## src/rtl/acc_34.sv

```systemverilog
// Multi-flux group accumulator: sums tagged 27-bit products in groups sized by a
// per-flux length token and emits one tagged signed 34-bit sum per group.
module acc_34 #(
    parameter int unsigned FLUX            = 2,
    parameter int unsigned DATA_WIDTH_PROD = 27,
    parameter int unsigned DATA_WIDTH_SIZE = 7,
    parameter int unsigned DATA_WIDTH_SUM  = DATA_WIDTH_PROD + DATA_WIDTH_SIZE,
    parameter int unsigned TAG_WIDTH       = $clog2(FLUX)
) (
    input  logic                                clk,
    input  logic                                rst,
    input  logic [DATA_WIDTH_PROD+TAG_WIDTH-1:0] read_port_prod_dout_i,
    input  logic [FLUX-1:0]                     read_port_prod_empty_i,
    output logic [FLUX-1:0]                     read_port_prod_read_o,
    input  logic [DATA_WIDTH_SIZE+TAG_WIDTH-1:0] read_port_size_dout_i,
    input  logic [FLUX-1:0]                     read_port_size_empty_i,
    output logic [FLUX-1:0]                     read_port_size_read_o,
    output logic [DATA_WIDTH_SUM+TAG_WIDTH-1:0]  write_port_sum_din_o,
    input  logic [FLUX-1:0]                     write_port_sum_full_i,
    output logic [FLUX-1:0]                     write_port_sum_write_o
);

    typedef enum logic {
        IDLE = 1'b0,
        ACC  = 1'b1
    } state_e;

    state_e                             state_q [FLUX];
    state_e                             state_d [FLUX];
    logic [DATA_WIDTH_SIZE-1:0]         len_q   [FLUX];
    logic [DATA_WIDTH_SIZE-1:0]         len_d   [FLUX];
    logic [DATA_WIDTH_SIZE-1:0]         cnt_q   [FLUX];
    logic [DATA_WIDTH_SIZE-1:0]         cnt_d   [FLUX];
    logic signed [DATA_WIDTH_SUM-1:0]   acc_q   [FLUX];
    logic signed [DATA_WIDTH_SUM-1:0]   acc_d   [FLUX];

    logic [FLUX-1:0]                    f1, f2, f3, elig, sel;
    logic [TAG_WIDTH-1:0]               tag;
    logic                               found;
    logic signed [DATA_WIDTH_SUM-1:0]   prod_ext;
    logic signed [DATA_WIDTH_SUM-1:0]   lane_sum;
    logic [DATA_WIDTH_SIZE-1:0]         size_data;
    logic [DATA_WIDTH_SIZE:0]           cnt_inc;
    logic                               unused_tags;

    // Incoming tag bits carry no information here; the output tag comes from arbitration.
    assign unused_tags = ^{read_port_prod_dout_i[DATA_WIDTH_PROD+TAG_WIDTH-1:DATA_WIDTH_PROD],
                           read_port_size_dout_i[DATA_WIDTH_SIZE+TAG_WIDTH-1:DATA_WIDTH_SIZE]};

    assign size_data = read_port_size_dout_i[DATA_WIDTH_SIZE-1:0];
    assign prod_ext  = {{(DATA_WIDTH_SUM-DATA_WIDTH_PROD){read_port_prod_dout_i[DATA_WIDTH_PROD-1]}},
                        read_port_prod_dout_i[DATA_WIDTH_PROD-1:0]};

    always_comb begin
        f1      = '0;
        f2      = '0;
        f3      = '0;
        cnt_inc = '0;
        for (int unsigned i = 0; i < FLUX; i++) begin
            // cnt+1 compared against len in one extra bit avoids the len-1 wrap.
            cnt_inc = {1'b0, cnt_q[i]} + (DATA_WIDTH_SIZE+1)'(1);
            f1[i] = (state_q[i] == IDLE) && !read_port_size_empty_i[i];
            f2[i] = (state_q[i] == ACC) && !read_port_prod_empty_i[i]
                    && (cnt_inc < {1'b0, len_q[i]});
            f3[i] = (state_q[i] == ACC) && !read_port_prod_empty_i[i]
                    && (cnt_inc == {1'b0, len_q[i]}) && !write_port_sum_full_i[i];
        end
        elig = f1 | f2 | f3;
    end

    always_comb begin
        sel   = '0;
        tag   = '0;
        found = 1'b0;
        if (!rst) begin
            for (int unsigned i = 0; i < FLUX; i++) begin
                if (!found && elig[i]) begin
                    sel[i] = 1'b1;
                    tag    = TAG_WIDTH'(i);
                    found  = 1'b1;
                end
            end
        end
    end

    always_comb begin
        read_port_prod_read_o  = '0;
        read_port_size_read_o  = '0;
        write_port_sum_write_o = '0;
        write_port_sum_din_o   = '0;
        lane_sum               = '0;
        for (int unsigned i = 0; i < FLUX; i++) begin
            state_d[i] = state_q[i];
            len_d[i]   = len_q[i];
            cnt_d[i]   = cnt_q[i];
            acc_d[i]   = acc_q[i];
            if (sel[i]) begin
                if (f1[i]) begin
                    read_port_size_read_o[i] = 1'b1;
                    len_d[i]   = size_data;
                    cnt_d[i]   = '0;
                    acc_d[i]   = '0;
                    state_d[i] = (size_data == '0) ? IDLE : ACC;
                end else begin
                    read_port_prod_read_o[i] = 1'b1;
                    lane_sum = acc_q[i] + prod_ext;
                    if (f3[i]) begin
                        write_port_sum_write_o[i] = 1'b1;
                        write_port_sum_din_o      = {tag, lane_sum};
                        state_d[i] = IDLE;
                        acc_d[i]   = '0;
                        cnt_d[i]   = '0;
                    end else begin
                        acc_d[i] = lane_sum;
                        cnt_d[i] = cnt_q[i] + DATA_WIDTH_SIZE'(1);
                    end
                end
            end
        end
    end

    always_ff @(posedge clk) begin
        if (rst) begin
            for (int unsigned i = 0; i < FLUX; i++) begin
                state_q[i] <= IDLE;
                len_q[i]   <= '0;
                cnt_q[i]   <= '0;
                acc_q[i]   <= '0;
            end
        end else begin
            for (int unsigned i = 0; i < FLUX; i++) begin
                state_q[i] <= state_d[i];
                len_q[i]   <= len_d[i];
                cnt_q[i]   <= cnt_d[i];
                acc_q[i]   <= acc_d[i];
            end
        end
    end

endmodule

```

## config.mk

```make
export PLATFORM = sky130hd
export DESIGN_NAME = acc_34
export DESIGN_NICKNAME = d
export VERILOG_FILES = /design/src/rtl/acc_34.sv
export SDC_FILE = /design/constraint.sdc
export NUM_CORES = 1
export LEC_CHECK = 0
export BUFFER_PORTS_ARGS = -buffer_cell sky130_fd_sc_hd__buf_2
export CAP_MARGIN = 5
export CORE_MARGIN = 5
export CORE_UTILIZATION = 54
export DETAILED_ROUTE_END_ITERATION = 6
export PLACE_DENSITY = 0.77
export SYNTH_ARGS = -nofsm -noshare
export SYNTH_HDL_FRONTEND = slang
export SYNTH_SLANG_ARGS = --single-unit
```

## constraint.sdc

```tcl
create_clock -name clk -period 5.22 [get_ports clk]
set_clock_uncertainty 0.05 [all_clocks]
set_input_delay 1.305 -clock clk [delete_from_list [all_inputs] [get_ports clk]]
set_output_delay 1.305 -clock clk [all_outputs]
set_load 0.02 [all_outputs]
```

==> flow_summary.json, run 1 <==
{
  "hold_start": "acc_q[0][66]",
  "postSynthNetCount": 1097,
  "timing_worst_setup_path_type": "in -> out",
  "switching_component_of_the_power_mw": 0.6451,
  "path_buf_inv": 4,
  "finalWorstSetupSlack_ps": -343.3,
  "pwr-share-seq_pct": 39.7,
  "global_route.usage.total_pct": 26.59,
  "netSwitchingFraction_pct": 32.47,
  "wire_length_of_the_first_global_routing_pass_um": 36270,
  "cts.reportedPaths.clkPinSlew_ps": 70,
  "crit_required_ps": 3870,
  "grt_start_max_net_pins": 66,
  "gp_congestion": 0.8896,
  "insertion_delay_ps": 360,
  "io_buffer_count": 82,
  "final_nets": 1274,
  "vdd_drop_max_mv": 0.1595,
  "grt_setup_unrepaired": "yes",
  "finalSetupTns_ps": -1876,
  "setup_viol_count_final": 11,
  "worst_slew_pin_tran_ps": 986.6,
  "synth.cell_area_um2": 7599,
  "clock-sinks": 98,
  "drv_slew": 0,
  "die-height_um": 128.6,
  "library_cell_contributing_the_largest_single_delay_on_the_critical_path": "sky130_fd_sc_hd__fa_2",
  "layout_min_cycle_time_ps": 5563,
  "antenna_found_initial": 0,
  "power_density_nw_per_um2": 200.6,
  "dpl_cell_area_um2": 8803,
  "die_span_x_um": 128.6,
  "synth_edf_count": 0,
  "hold_viol_final": 0,
  "cts_tree": "built",
  "post-layout-total-power_mw": 1.986,
  "globalRoute.busiestLayer": "met2",
  "count_of_antenna_diodes_in_the_layout": 0,
  "detail_route.drc_violations": 0,
  "grt_pass1_vias": 7705,
  "grt.met3_usage_pct": 5.521,
  "use_met2_pct": 46.58,
  "cellLeakagePower_nw": 4.550,
  "cts-htree-levels": 3,
  "max-clock-path-buffers": 2,
  "crit_family": "compound AO/OA/AOI/OAI gates",
  "drt_first_pass_iters": 6,
  "area_delta_synth_final_pct": 30.35,
  "combinationalPowerShare_pct": 25.6,
  "fraction_of_final_layout_cells_with_drive_strength_greater_than_1_pct": 26.41,
  "setup.worst_path.start_class": "input pin",
  "yosys.cell_types.count": 72,
  "post_synth_inst_count": 969,
  "ys_async_sr_fraction_pct": 0,
  "route.antenna.remaining_nets": 0,
  "synth_top_area_cell": "sky130_fd_sc_hd__dfxtp_1",
  "ys_warn_count": 0,
  "timing.slew.headroom_pct": 34.16,
  "synthFlopType": "sky130_fd_sc_hd__dfxtp_1",
  "area_of_all_placed_cells_without_fillers_um2": 9905,
  "cp-startpoint": "read_port_prod_dout_i[0]",
  "timing.critical_path.to_type": "output port",
  "top_cells_by_area_synth": "sky130_fd_sc_hd__dfxtp_1 (26%), sky130_fd_sc_hd__ha_1 (14%), sky130_fd_sc_hd__a21oi_1 (6.1%), sky130_fd_sc_hd__xnor2_1 (4.8%), sky130_fd_sc_hd__nand2_1 (4.8%)",
  "synth.top_cell.area_share_pct": 25.82,
  "drt_iter0_drc": 601,
  "ys_seq_area_share_pct": 25.82,
  "dp_hpwl_um": 15480,
  "critical_path.max_fanout": 3,
  "cts_root_buffer": "sky130_fd_sc_hd__clkbuf_16",
  "grt.met1_usage_pct": 32.98,
  "yosys_register_bits": 98,
  "cp.arrival_ps": 4210,
  "min_period_over_period_pct": 106.6,
  "total_routed_length_um": 23150,
  "start_util_pct": 54.95,
  "cap_viol_max_count": 0,
  "worstHoldPathType": "reg -> reg",
  "timing.critical_path.mode_cell": "sky130_fd_sc_hd__buf_4",
  "run_status": "finished with violations",
  "fin_util_pct": 71.63,
  "io_pins": 85,
  "route.vias.total": 7919,
  "fill_cells": 1037,
  "r2r_start": "cnt_q[0][0]",
  "cts_buffers": 9,
  "grt-ovfl-total": 0,
  "dieArea_um2": 16540,
  "failed_checks": "negative setup slack",
  "max_clock_freq_mhz": 179.7,
  "core_region_area_um2": 13830,
  "path_cells": "buf_8, ha_4, fa_2, a211oi_2, buf_4, o211ai_1, a2111oi_2, buf_4, nor2_4, o211ai_4, a211oi_2, o21ai_1, a31oi_1, xnor2_1, o32ai_2, buf_4",
  "cell_internal_pwr_mw": 1.341,
  "rows": 43,
  "avgSynthCellArea_um2": 7.842,
  "drt-wirelength-per-cell_um": 17.39,
  "share_of_total_power_in_the_clock_network_pct": 34.8,
  "detail_route.vias_per_cell": 5.950,
  "worst_path_max_stage_delay_ps": 360
}
## Yosys cell counts (4+ instances only)
| library cell | n |
|---|---|
| sky130_fd_sc_hd__or3_1 | 4 |
| sky130_fd_sc_hd__nor2b_1 | 10 |
| sky130_fd_sc_hd__o22ai_1 | 5 |
| sky130_fd_sc_hd__buf_2 | 4 |
| sky130_fd_sc_hd__a211oi_1 | 5 |
| sky130_fd_sc_hd__clkbuf_1 | 26 |
| sky130_fd_sc_hd__nor2_1 | 93 |
| sky130_fd_sc_hd__a22o_1 | 33 |
| sky130_fd_sc_hd__nand4_1 | 9 |
| sky130_fd_sc_hd__nand2b_1 | 6 |
| sky130_fd_sc_hd__and2_1 | 10 |
| sky130_fd_sc_hd__o211ai_1 | 4 |
| sky130_fd_sc_hd__a21oi_1 | 93 |
| sky130_fd_sc_hd__ha_1 | 82 |
| sky130_fd_sc_hd__o21a_1 | 11 |
| sky130_fd_sc_hd__dfxtp_1 | 98 |
| sky130_fd_sc_hd__a31oi_1 | 10 |
| sky130_fd_sc_hd__o31ai_1 | 7 |
| sky130_fd_sc_hd__a22oi_1 | 21 |
| sky130_fd_sc_hd__nand3_1 | 24 |
| sky130_fd_sc_hd__nand2_1 | 97 |
| sky130_fd_sc_hd__xnor2_1 | 42 |
| sky130_fd_sc_hd__a21o_1 | 34 |
| sky130_fd_sc_hd__and3_1 | 7 |
| sky130_fd_sc_hd__nor3_1 | 26 |
| sky130_fd_sc_hd__xor2_1 | 28 |
| sky130_fd_sc_hd__o21ai_0 | 68 |
| sky130_fd_sc_hd__inv_1 | 35 |
| sky130_fd_sc_hd__o21bai_1 | 10 |
## power by group through the flow
stage          Sequential, mW  Clock, mW  Combinational (mW)
6_report                0.788      0.691               0.508
5_1_grt                 0.790      0.726               0.553
4_1_cts                 0.787      0.702               0.469
3_5_place_dp            0.803          0               0.433
3_3_place_gp            0.802          0               0.426
2_1_floorplan           0.798          0               0.286
## timing repair
| item | in CTS | in global routing |
|---|---|---|
| endpoints found under the setup margin | 20 | 23 |
| hold endpoints to repair | 0 | 0 |
| pin swaps | 41 | 46 |
| hold buffers | 0 | 0 |
| resized for setup | 64 | 55 |
| buffers inserted | 11 | 15 |
## layout by cell type (no fill, tap or decap), types with 5 or more instances in the layout
| cell type | netlist | layout |
|---|---|---|
| sky130_fd_sc_hd__a21o_1 | 34 | 34 |
| sky130_fd_sc_hd__a21oi_1 | 93 | 85 |
| sky130_fd_sc_hd__a21oi_2 | 0 | 7 |
| sky130_fd_sc_hd__a22o_1 | 33 | 33 |
| sky130_fd_sc_hd__a22oi_1 | 21 | 21 |
| sky130_fd_sc_hd__a31oi_1 | 10 | 8 |
| sky130_fd_sc_hd__and2_1 | 10 | 9 |
| sky130_fd_sc_hd__and3_1 | 7 | 6 |
| sky130_fd_sc_hd__buf_2 | 4 | 67 |
| sky130_fd_sc_hd__buf_4 | 1 | 124 |
| sky130_fd_sc_hd__buf_6 | 0 | 8 |
| sky130_fd_sc_hd__clkbuf_16 | 0 | 9 |
| sky130_fd_sc_hd__dfxtp_1 | 98 | 98 |
| sky130_fd_sc_hd__ha_1 | 82 | 69 |
| sky130_fd_sc_hd__ha_4 | 0 | 12 |
| sky130_fd_sc_hd__inv_1 | 35 | 34 |
| sky130_fd_sc_hd__nand2_1 | 97 | 97 |
| sky130_fd_sc_hd__nand2b_1 | 6 | 6 |
| sky130_fd_sc_hd__nand3_1 | 24 | 23 |
| sky130_fd_sc_hd__nand4_1 | 9 | 9 |
| sky130_fd_sc_hd__nor2_1 | 93 | 90 |
| sky130_fd_sc_hd__nor2b_1 | 10 | 6 |
| sky130_fd_sc_hd__nor3_1 | 26 | 26 |
| sky130_fd_sc_hd__o21a_1 | 11 | 11 |
| sky130_fd_sc_hd__o21ai_0 | 68 | 55 |
| sky130_fd_sc_hd__o21ai_1 | 2 | 8 |
| sky130_fd_sc_hd__o21ai_2 | 1 | 8 |
| sky130_fd_sc_hd__o21bai_1 | 10 | 10 |
| sky130_fd_sc_hd__o22ai_1 | 5 | 5 |
| sky130_fd_sc_hd__o31ai_1 | 7 | 5 |
| sky130_fd_sc_hd__xnor2_1 | 42 | 36 |
| sky130_fd_sc_hd__xnor2_2 | 0 | 6 |
| sky130_fd_sc_hd__xor2_1 | 28 | 24 |
## kinds of logic (layout without fill, tap and decap cells)
group | Yosys count | after routing | share of synthesized area, %
buf+inv | 71 | 253 | 3.754
flops | 98 | 98 | 25.82
simple gates | 307 | 307 | 18.59
mux | 2 | 2 | 0.2635
fa+ha+maj | 84 | 84 | 14.03
xor+xnor | 70 | 70 | 8.069
compound gates | 337 | 337 | 29.48
## layer usage
| layer | wire (um) | share of wire [%] |
|---|---|---|
| met1 | 9878 | 43 |
| met2 | 11430 | 49 |
| met3 | 1394 | 6.0 |
| met4 | 441 | 1.9 |
| met5 | 0 | 0 |
## through the flow
stage | hold slack (ps) | instances | worst slack [ps]
after CTS | 411.6 | 1316 | -493.5
after global placement | 388.7 | 1289 | -627.4
after detailed placement | 400.7 | 1289 | -676.9
after global routing | 441.5 | 1331 | -501.6
final | 410.1 | 1331 | -343.3
after floorplan | 379.1 | 969 | -32.13
## path summary, 6_finish.rpt
kind | endpoint | slack [ps] | depth (start not counted)
setup / recovery | write_port_sum_din_o[32] | -340 | 16
hold / removal | acc_q[0][66] | 410 | 2
hold reg to reg | acc_q[0][66] | 410 | 2
setup reg to reg | acc_q[0][67] | 1420 | 15
## tightest hold or removal path, stage by stage (launching register included)
cell and delay (ps):
sky130_fd_sc_hd__dfxtp_1 330, sky130_fd_sc_hd__nand2_1 40, sky130_fd_sc_hd__o21ai_0 50
## state kept, by name, summed over array words and instances, names as in the netlist
name and count:
len_q 14, state_q 2, cnt_q 14, acc_q 68
## layout make-up
cell class	instances	area, um^2	share of cell area [%]
Multi-Input combinational cell	800	5896	59.52
Sequential cell	98	1962	19.81
Timing Repair Buffer	201	1386	14.00
Clock buffer	10	239.0	2.413
Tap cell	180	225.2	2.274
Inverter	36	138.9	1.402
Clock inverter	6	57.56	0.5811
No activity file was read; power rests on OpenSTA's default activity.
==> run 2, diff against run 1 <==
--- a/config.mk
+++ b/config.mk
@@ -11,6 +11,7 @@
 export CORE_UTILIZATION = 54
 export DETAILED_ROUTE_END_ITERATION = 6
 export PLACE_DENSITY = 0.77
+export SETUP_SLACK_MARGIN = 0.02
 export SYNTH_ARGS = -nofsm -noshare
 export SYNTH_HDL_FRONTEND = slang
 export SYNTH_SLANG_ARGS = --single-unit
==> flow_summary.json, run 2 (synthesized netlist as in run 1, its figures left out) <==
{
  "die_span_x_um": 128.6,
  "use_met2_pct": 47.17,
  "cts_hold_buffers": 0,
  "fraction_of_final_layout_cells_with_drive_strength_greater_than_1_pct": 26.81,
  "die-height_um": 128.6,
  "insertion_delay_ps": 370,
  "worst_path_max_stage_delay_ps": 410,
  "layout_top_registers": "acc_q x68, cnt_q x14, len_q x14",
  "timing_worst_setup_path_type": "in -> out",
  "min_period_over_period_pct": 105.0,
  "post-layout-total-power_mw": 1.978,
  "dieArea_um2": 16540,
  "cts_buffers": 9,
  "failed_checks": "negative setup slack",
  "route.vias.total": 7973,
  "drt-wirelength-per-cell_um": 17.59,
  "timing.slew.headroom_pct": 34.67,
  "layout.cells.most_common_list": "sky130_fd_sc_hd__buf_4 (118), sky130_fd_sc_hd__dfxtp_1 (98), sky130_fd_sc_hd__nand2_1 (96)",
  "final_nets": 1268,
  "grt_pass1_vias": 7722,
  "drt_iter0_drc": 665,
  "antenna_found_initial": 0,
  "io_buffer_count": 82,
  "start_util_pct": 54.95,
  "area_delta_synth_final_pct": 30.61,
  "hold_ws_ps": 406.4,
  "library_cell_contributing_the_largest_single_delay_on_the_critical_path": "sky130_fd_sc_hd__a2111oi_4",
  "timing.critical_path.mode_cell": "sky130_fd_sc_hd__a211oi_2",
  "regMostFlops": "acc_q",
  "total_routed_length_um": 23300,
  "layout_min_cycle_time_ps": 5482,
  "rows": 43,
  "io_pins": 85,
  "route.antenna.remaining_nets": 0,
  "detail_route.drc_violations": 0,
  "dp_hpwl_um": 15790,
  "drv_slew": 0,
  "clock-sinks": 98,
  "timing.critical_path.to_type": "output port",
  "core_region_area_um2": 13830,
  "setup.worst_path.start_class": "input pin",
  "cts_root_buffer": "sky130_fd_sc_hd__clkbuf_16",
  "setup_viol_count_final": 8,
  "cellLeakagePower_nw": 4.567,
  "max_clock_freq_mhz": 182.4,
  "cts_tree": "built",
  "cts-htree-levels": 3,
  "grt_setup_unrepaired": "yes",
  "count_of_antenna_diodes_in_the_layout": 0,
  "detail_route.vias_per_cell": 6.017,
  "gp_congestion": 0.8946,
  "power_density_nw_per_um2": 199.3,
  "grt-ovfl-total": 0,
  "globalRoute.busiestLayer": "met2",
  "crit_required_ps": 3870,
  "critical_path.max_fanout": 4,
  "grt.met1_usage_pct": 32.99,
  "hold_viol_final": 0,
  "path_cells": "buf_6, ha_4, fa_2, a211oi_2, o211ai_1, a2111oi_4, nor2_2, o211ai_2, a211oi_2, o21ai_1, a31oi_1, xnor2_1, o32ai_2, buf_4",
  "worstHoldPathType": "reg -> reg",
  "cp.arrival_ps": 4130,
  "run_status": "finished with violations",
  "vdd_drop_max_mv": 0.2180,
  "cts.reportedPaths.clkPinSlew_ps": 80,
  "finalWorstSetupSlack_ps": -262.3,
  "largest_reg_flops": 68,
  "global_route.usage.total_pct": 27.13,
  "layout.cells.most_common": "sky130_fd_sc_hd__buf_4",
  "drt_first_pass_iters": 6,
  "grt.met3_usage_pct": 5.978,
  "max-clock-path-buffers": 2,
  "grt_start_max_net_pins": 66,
  "worst_slew_pin_tran_ps": 979.0,
  "cap_viol_max_count": 0,
  "wire_length_of_the_first_global_routing_pass_um": 36530
}
==> run 2: worst paths after layout <==
kind | from | endpoint | slack [ps] | cells past startpoint
min reg2reg | len_q[0][3] | len_q[0][3] | 410 | 2
max reg2reg | cnt_q[0][0] | acc_q[0][67] | 1400 | 15
max | read_port_prod_dout_i[0] | write_port_sum_din_o[32] | -260 | 14
min | len_q[0][3] | len_q[0][3] | 410 | 2
==> run 2: per-layer routing <==
metal	routed length, um	up-vias	part of all wire, %
met3	1527	63	6.6
met4	764	0	3.3
met2	11450	300	49
met1	9561	3730	41
met5	0	-	0
li1	-	3880	-
==> run 2: what timing repair did <==
item                                    in CTS  in global routing
endpoints found under the setup margin      17                 22
pin swaps                                   49                 47
resized for setup                           72                 53
buffers inserted                            15                 14
==> run 2: final cells by class <==
cell class,instances,area [um^2]
Clock inverter,6,57.56
Multi-Input combinational cell,800,5971
Clock buffer,10,239.0
Timing Repair Buffer,195,1331
Tap cell,180,225.2
Fill cell,1016,3902
Inverter,36,138.9
Sequential cell,98,1962
==> run 2: worst max-delay path, delay by kind of cell <==
kind | cells | cell delay (ps)
adder cells (fa/ha/maj) | 2 | 510
AND/OR/NAND/NOR | 1 | 120
XOR/XNOR | 1 | 250
buffers and inverters | 2 | 280
AO/OA/AOI/OAI | 8 | 1650
==> run 2: report_power, final <==
group	leakage, nW	switching (mW)	total (mW)	internal, mW
registers	0.794	0.0169	0.788	0.771
logic	3.63	0.288	0.501	0.213
clock network	0.147	0.340	0.689	0.348
total	4.57	0.646	1.98	1.33
==> run 2: stage by stage <==
stage          setup TNS (ps)  utilization [%]  cell area, um^2  cells  setup WS, ps
2_1_floorplan               0                -             7617    969         31.04
3_3_place_gp            -4257            63.38             8763   1283        -552.2
3_5_place_dp            -4377            63.38             8763   1283        -544.0
4_1_cts                 -1801            69.12             9557   1313        -371.5
5_1_grt                 -2063            71.78             9925   1325        -354.0
6_report               -892.9            71.78             9925   1325        -262.3
